## config.mk

```make
export PLATFORM = sky130hd
export DESIGN_NAME = handshake_sink_flat
export DESIGN_NICKNAME = d
export VERILOG_FILES = /design/src/rtl/handshake_sink_if.sv /design/src/rtl/handshake_sink.sv /design/src/flat_wrapper.sv
export SDC_FILE = /design/constraint.sdc
export NUM_CORES = 1
export LEC_CHECK = 0
export CAP_MARGIN = 20
export CELL_PAD_IN_SITES_DETAIL_PLACEMENT = 1
export CELL_PAD_IN_SITES_GLOBAL_PLACEMENT = 1
export CORE_MARGIN = 3
export CORE_UTILIZATION = 43
export DETAILED_ROUTE_END_ITERATION = 8
export PLACE_DENSITY = 0.87
export SYNTH_ARGS = -nofsm -noshare
export SYNTH_HDL_FRONTEND = slang
export SYNTH_SLANG_ARGS = --single-unit
```

## constraint.sdc

```tcl
create_clock -name clk -period 3.6 [get_ports clk]
set_clock_uncertainty 0.15 [all_clocks]
set_input_delay 0.36 -clock clk [delete_from_list [all_inputs] [get_ports clk]]
set_output_delay 0.36 -clock clk [all_outputs]
set_load 0.02 [all_outputs]
```

## src/rtl/handshake_sink_if.sv

```systemverilog
// Two-phase toggle handshake link: dir1 drives requests/payload on port1,
// dir2 returns acknowledge/credit on port2.
interface handshake #(
  parameter int WIDTH = 32
);
  logic [WIDTH-1:0] port1;
  logic [WIDTH-1:0] port2;

  modport dir1 (output port1, input port2);
  modport dir2 (input port1, output port2);
endinterface

```

## src/rtl/handshake_sink.sv

```systemverilog
// Responder end of the toggle handshake: buffers accepted payload words in a
// small FIFO and presents them downstream as a valid/ready stream.
module handshake_sink #(
  parameter int WIDTH = 32,
  parameter int DEPTH = 4,
  parameter int CNT_W = 16
) (
  input  logic                     clk,
  input  logic                     rst,
  handshake.dir2                   inf,
  input  logic                     flush,
  output logic                     out_valid,
  output logic [WIDTH-2:0]         out_data,
  input  logic                     out_ready,
  output logic [$clog2(DEPTH):0]   level,
  output logic [CNT_W-1:0]         accept_cnt
);

  localparam int PW = $clog2(DEPTH);
  localparam int LW = PW + 1;
  localparam int CW = WIDTH - 1;

  typedef enum logic {RUN, FULL} state_t;

  state_t          state;
  logic            ack_q;
  logic [PW-1:0]   wr_ptr;
  logic [PW-1:0]   rd_ptr;
  logic [CW-1:0]   mem [DEPTH];

  logic            req;
  logic            pending;
  logic            accept;
  logic            pop;
  logic [LW-1:0]   level_nxt;
  logic [LW-1:0]   free;

  assign req       = inf.port1[WIDTH-1];
  assign pending   = req ^ ack_q;
  assign accept    = (state == RUN) && pending && !flush;
  assign pop       = out_valid && out_ready;
  assign out_valid = (level != '0);
  assign out_data  = out_valid ? mem[rd_ptr] : '0;

  // Credit is derived from registered occupancy only, never from port1.
  assign free      = LW'(DEPTH) - level;
  assign inf.port2 = {ack_q, CW'(free)};

  always_comb begin
    level_nxt = level;
    case ({accept, pop})
      2'b10:   level_nxt = level + LW'(1);
      2'b01:   level_nxt = level - LW'(1);
      default: level_nxt = level;
    endcase
  end

  always_ff @(posedge clk) begin
    if (rst) begin
      state      <= RUN;
      ack_q      <= 1'b0;
      wr_ptr     <= '0;
      rd_ptr     <= '0;
      level      <= '0;
      accept_cnt <= '0;
    end else if (flush) begin
      // Flush empties the FIFO but leaves ack_q alone, so a pending word survives.
      state  <= RUN;
      wr_ptr <= '0;
      rd_ptr <= '0;
      level  <= '0;
    end else begin
      if (accept) begin
        wr_ptr <= wr_ptr + PW'(1);
        ack_q  <= req;
        if (accept_cnt != '1)
          accept_cnt <= accept_cnt + CNT_W'(1);
      end
      if (pop)
        rd_ptr <= rd_ptr + PW'(1);
      level <= level_nxt;
      state <= (level_nxt == LW'(DEPTH)) ? FULL : RUN;
    end
  end

  always_ff @(posedge clk) begin
    if (!rst && accept)
      mem[wr_ptr] <= inf.port1[CW-1:0];
  end

endmodule
```

## src/flat_wrapper.sv

```systemverilog
// flat-port wrapper written by rule: the top's interface ports become plain ports
module handshake_sink_flat 
#(
  parameter int WIDTH = 32,
  parameter int DEPTH = 4,
  parameter int CNT_W = 16
)
  (clk, rst, flush, out_valid, out_data, out_ready, level, accept_cnt, inf_port1, inf_port2);
  handshake #(.WIDTH(WIDTH)) inf_i ();
  input  logic clk;
  input  logic rst;
  input  logic flush;
  output logic out_valid;
  output logic [WIDTH-2:0] out_data;
  input  logic out_ready;
  output logic [$clog2(DEPTH):0] level;
  output logic [CNT_W-1:0] accept_cnt;
  input wire logic [$bits(inf_i.port1)-1:0] inf_port1;
  output wire logic [$bits(inf_i.port2)-1:0] inf_port2;
  assign inf_i.port1 = inf_port1;
  assign inf_port2 = inf_i.port2;
  handshake_sink #(.WIDTH(WIDTH), .DEPTH(DEPTH), .CNT_W(CNT_W)) u_core (.clk(clk), .rst(rst), .inf(inf_i), .flush(flush), .out_valid(out_valid), .out_data(out_data), .out_ready(out_ready), .level(level), .accept_cnt(accept_cnt));
endmodule
```

==> impl_results.md <==
* Family of cells with the greatest summed delay on the critical path: buffers and inverters
* Clock latency of the later-clocked register in the worst-skew pair at 420 ps
* Data arrival at the endpoint of the critical path at about 2800 ps
* Hold Crit Class: flip-flop to flip-flop
* Number of library cell types mapped by synthesis at 40
* Post-route minimum period at ~3300 ps
* Startpoint of the most critical register-to-register path: u_core.level[0]
* TritonCTS clock tree: done
* DIE AREA at ~16000 sq um
* Routed length per instance at roughly 20 um
* Largest vdd supply drop at about 0.37 mV
* Synth cell count leaders: edfxtp_1 (124), and2_1 (35), mux4_2 (31)
* Area leader, netlist: edfxtp_1
* Detailed-route via count at about 3500
* Element type at the critical path start: flip-flop
* Area of the core region at ~14000 sq um
* DRC violations left at 0
* Fraction of layout cells with a size suffix above 1 at between 15 and 20%
* Post-Synth XOR/XNOR Area at 1.12%
* Final weighted congestion of routability-driven global placement at approximately 0.81
* Most used DFF post-synth: edfxtp_1
* RSZ-0062 raised after global routing: false
* Via count of the first global-routing pass at around 3800
* WP buf/inv at 4
* Peak clock frequency supported by timing at about 0.31 GHz
* Maximum number of buffers from clock root to sink at 2
* Headroom to the max-slew limit at 48.5%
* Worst-path fanout max at 21
* Starting density of the core at about 45%
* Worst path slowest cell: clkdlybuf4s50_1
* Outcome: finished clean
* Delay of the slowest cell on the worst path at slightly above 600 ps
* Half-perimeter wire length of the detailed placement result at ~9200 um
* Clock-pin slew reported for the worst setup and hold paths after clock tree synthesis at roughly 60 ps
* Warnings from Yosys at 0
* Power Density at around 490 nW/um^2
* Setup Viol. Count Final at 0
* Antenna violations before repair at 0
* Asr flop ratio synth at 0%
* Global-route wire length before repair at 21500 um
* Yosys top cell area share at between 50 and 60%
* Count of input and output buffers at 90
* Static Leak at ~2.6 nW
* # IOs at 119
* Number of instances in the synthesized netlist at 389
* Mapped cell area at 6270 sq um
* Area fraction in compound gates after synthesis at around 3.5%
* Least setup slack across all paths after layout at 326 ps
* Most used standard cell by instance count after synthesis: edfxtp_1
* Remaining global-route overflow at 0
* P&R area growth vs syn at 26.2%
* Antenna diode count at 0
* Pin count of the biggest net entering global routing at 32
* Worst path cell trace: inv_1, ha_1, ha_1, inv_1, buf_4, and2_1, clkdlybuf4s50_1
* Hold violation count in the final report at 0
* Antenna viol nets, final at 0
* Dpl ws at a little over 500 ps
* Row count at 43
* Overall track demand over capacity in global routing at about 17%
* Largest family of logic cells by synthesized area: multiplexers
* Tcrit/Tclk final at slightly above 90%
* Vertical extent of the die at about 130 um
* Max H-tree Level at 4
* Multiplexer fraction of the synthesized cell area at between 10% and 20%
* Clock sink count at roughly 150
* First-pass iteration count of the detailed router at 4
* Crit Path Class: flip-flop to output pin
* Total Neg Setup Slack at 0 ps
* Horizontal die dimension at ~130 um
* Beginning of the critical path: u_core.level[0]
* CP required at between 3000 and 4000 ps
* Final number of max-transition violations at 0
* Final net count at roughly 530
* TritonCTS buffer count at 17
* Total wirelength of the detailed-routed design at approximately 13000 um
* Syn avg cell area at roughly 16 sq um
* Nature of the critical path endpoint: output pin
* Vias per inst at just over 5
* Number of enable-type register cells in the synthesized netlist at 124
* Post-synthesis adder-cell area fraction at 1.92%
* #FFs+latches synth at between 150 and 200
* Fraction of the yosys area taken by sequential cells at approximately two thirds
* DRC marker count from the first detailed-route iteration at 211
* Post-cts gate resize count at 0
* Hold Buf Count CTS at 0
* Post-CTS Setup Inserts at 0
* Top post-synthesis cells by area: edfxtp_1 (59%), mux4_2 (11%), dfxtp_1 (8.6%)
* Clk Tree Root Cell: clkbuf_16
* Transition time at the pin with the least slew margin at roughly 770 ps
* Post-synthesis simple-gate area fraction at about 9%
* Hold Startpoint: u_core.level[1]
* Max-capacitance violation count at 0
==> power breakdown <==
part | switching, W | total [W] | internal [W]
logic | 0.000146 | 0.000264 | 0.000118
clock network | 0.000729 | 0.00170 | 0.000967
registers | 0.0000121 | 0.00192 | 0.00191
total | 0.000887 | 0.00388 | 0.00300
==> per-stage QoR <==
step,instances,hold slack (ps),instance area [sq um],power (W),utilization (%)
detailed placement,649,360,7340,0.00222,52.2
global route,681,419,7910,0.00401,56.3
floorplan,416,309,6370,0.00212,-
finish,681,366,7910,0.00388,56.3
CTS,681,374,7910,0.00391,56.3
global placement,649,353,7340,0.00221,52.2
==> area by class of cell <==
cell class,count,area (sq um)
fill,1314,6130
sequential,151,4270
multi-input combinational,210,1780
timing repair buffer,98,1020
clock buffer,18,429
tap,180,225
clock inverter,14,141
inverter,10,37.5
==> kinds of logic after synthesis <==
kind of cell / Yosys count
DFF: 151
and+or+nand+nor: 96
buffers and inverters: 55
AOI/OAI and AO/OA: 37
muxes: 32
adders and majority gates: 9
xor gates and xnor gates: 8
other: 1
==> routing by layer <==
metal | global-route usage (%) | vias up | wire length [um]
met5 | 0 | - | 0
met4 | 3.97 | 0 | 82
met3 | 5.68 | 8 | 796
met2 | 28.5 | 107 | 6780
met1 | 22.9 | 1783 | 5840
li1 | - | 1625 | -
==> registers in the layout, summed over array words and instances (netlist names), named ones only <==
register           cells
u_core.state           1
u_core.mem           124
u_core.ack_q           1
u_core.level           3
u_core.wr_ptr          2
u_core.rd_ptr          2
u_core.accept_cnt     16
==> worst paths after layout <==
path                     endpoint  cells after the start  slack (ps)
setup / recovery     out_data[17]                      7         330
hold / removal    u_core.level[1]                      2         370
setup reg to reg     u_core.state                     11         830
hold reg to reg   u_core.level[1]                      2         370
==> cells in the final DEF, fill, tap and decap left out, drive strengths merged, types with 5 or more instances in the layout <==
cell type and instances:
inv 15, and2 35, conb 28, nor2 16
buf 8, nand3 5, nand2 9, clkdlybuf4s50 90
nand4 5, ha 8, mux4 31, clkbuf 18
or3 5, edfxtp 124, o31ai 7, dfxtp 27
o21ai 6, or4 7, a21oi 17
==> worst register-to-register path: stages (launching register included) <==
cell     delay, ps
dfxtp_1        420
inv_1          140
ha_1           220
ha_1           190
nor2b_1        290
ha_1           250
inv_1           60
fa_1           510
nand2_1         70
nor2_1         130
a31oi_1         80
nor3_1         170
(Power assumes the default switching activity.)
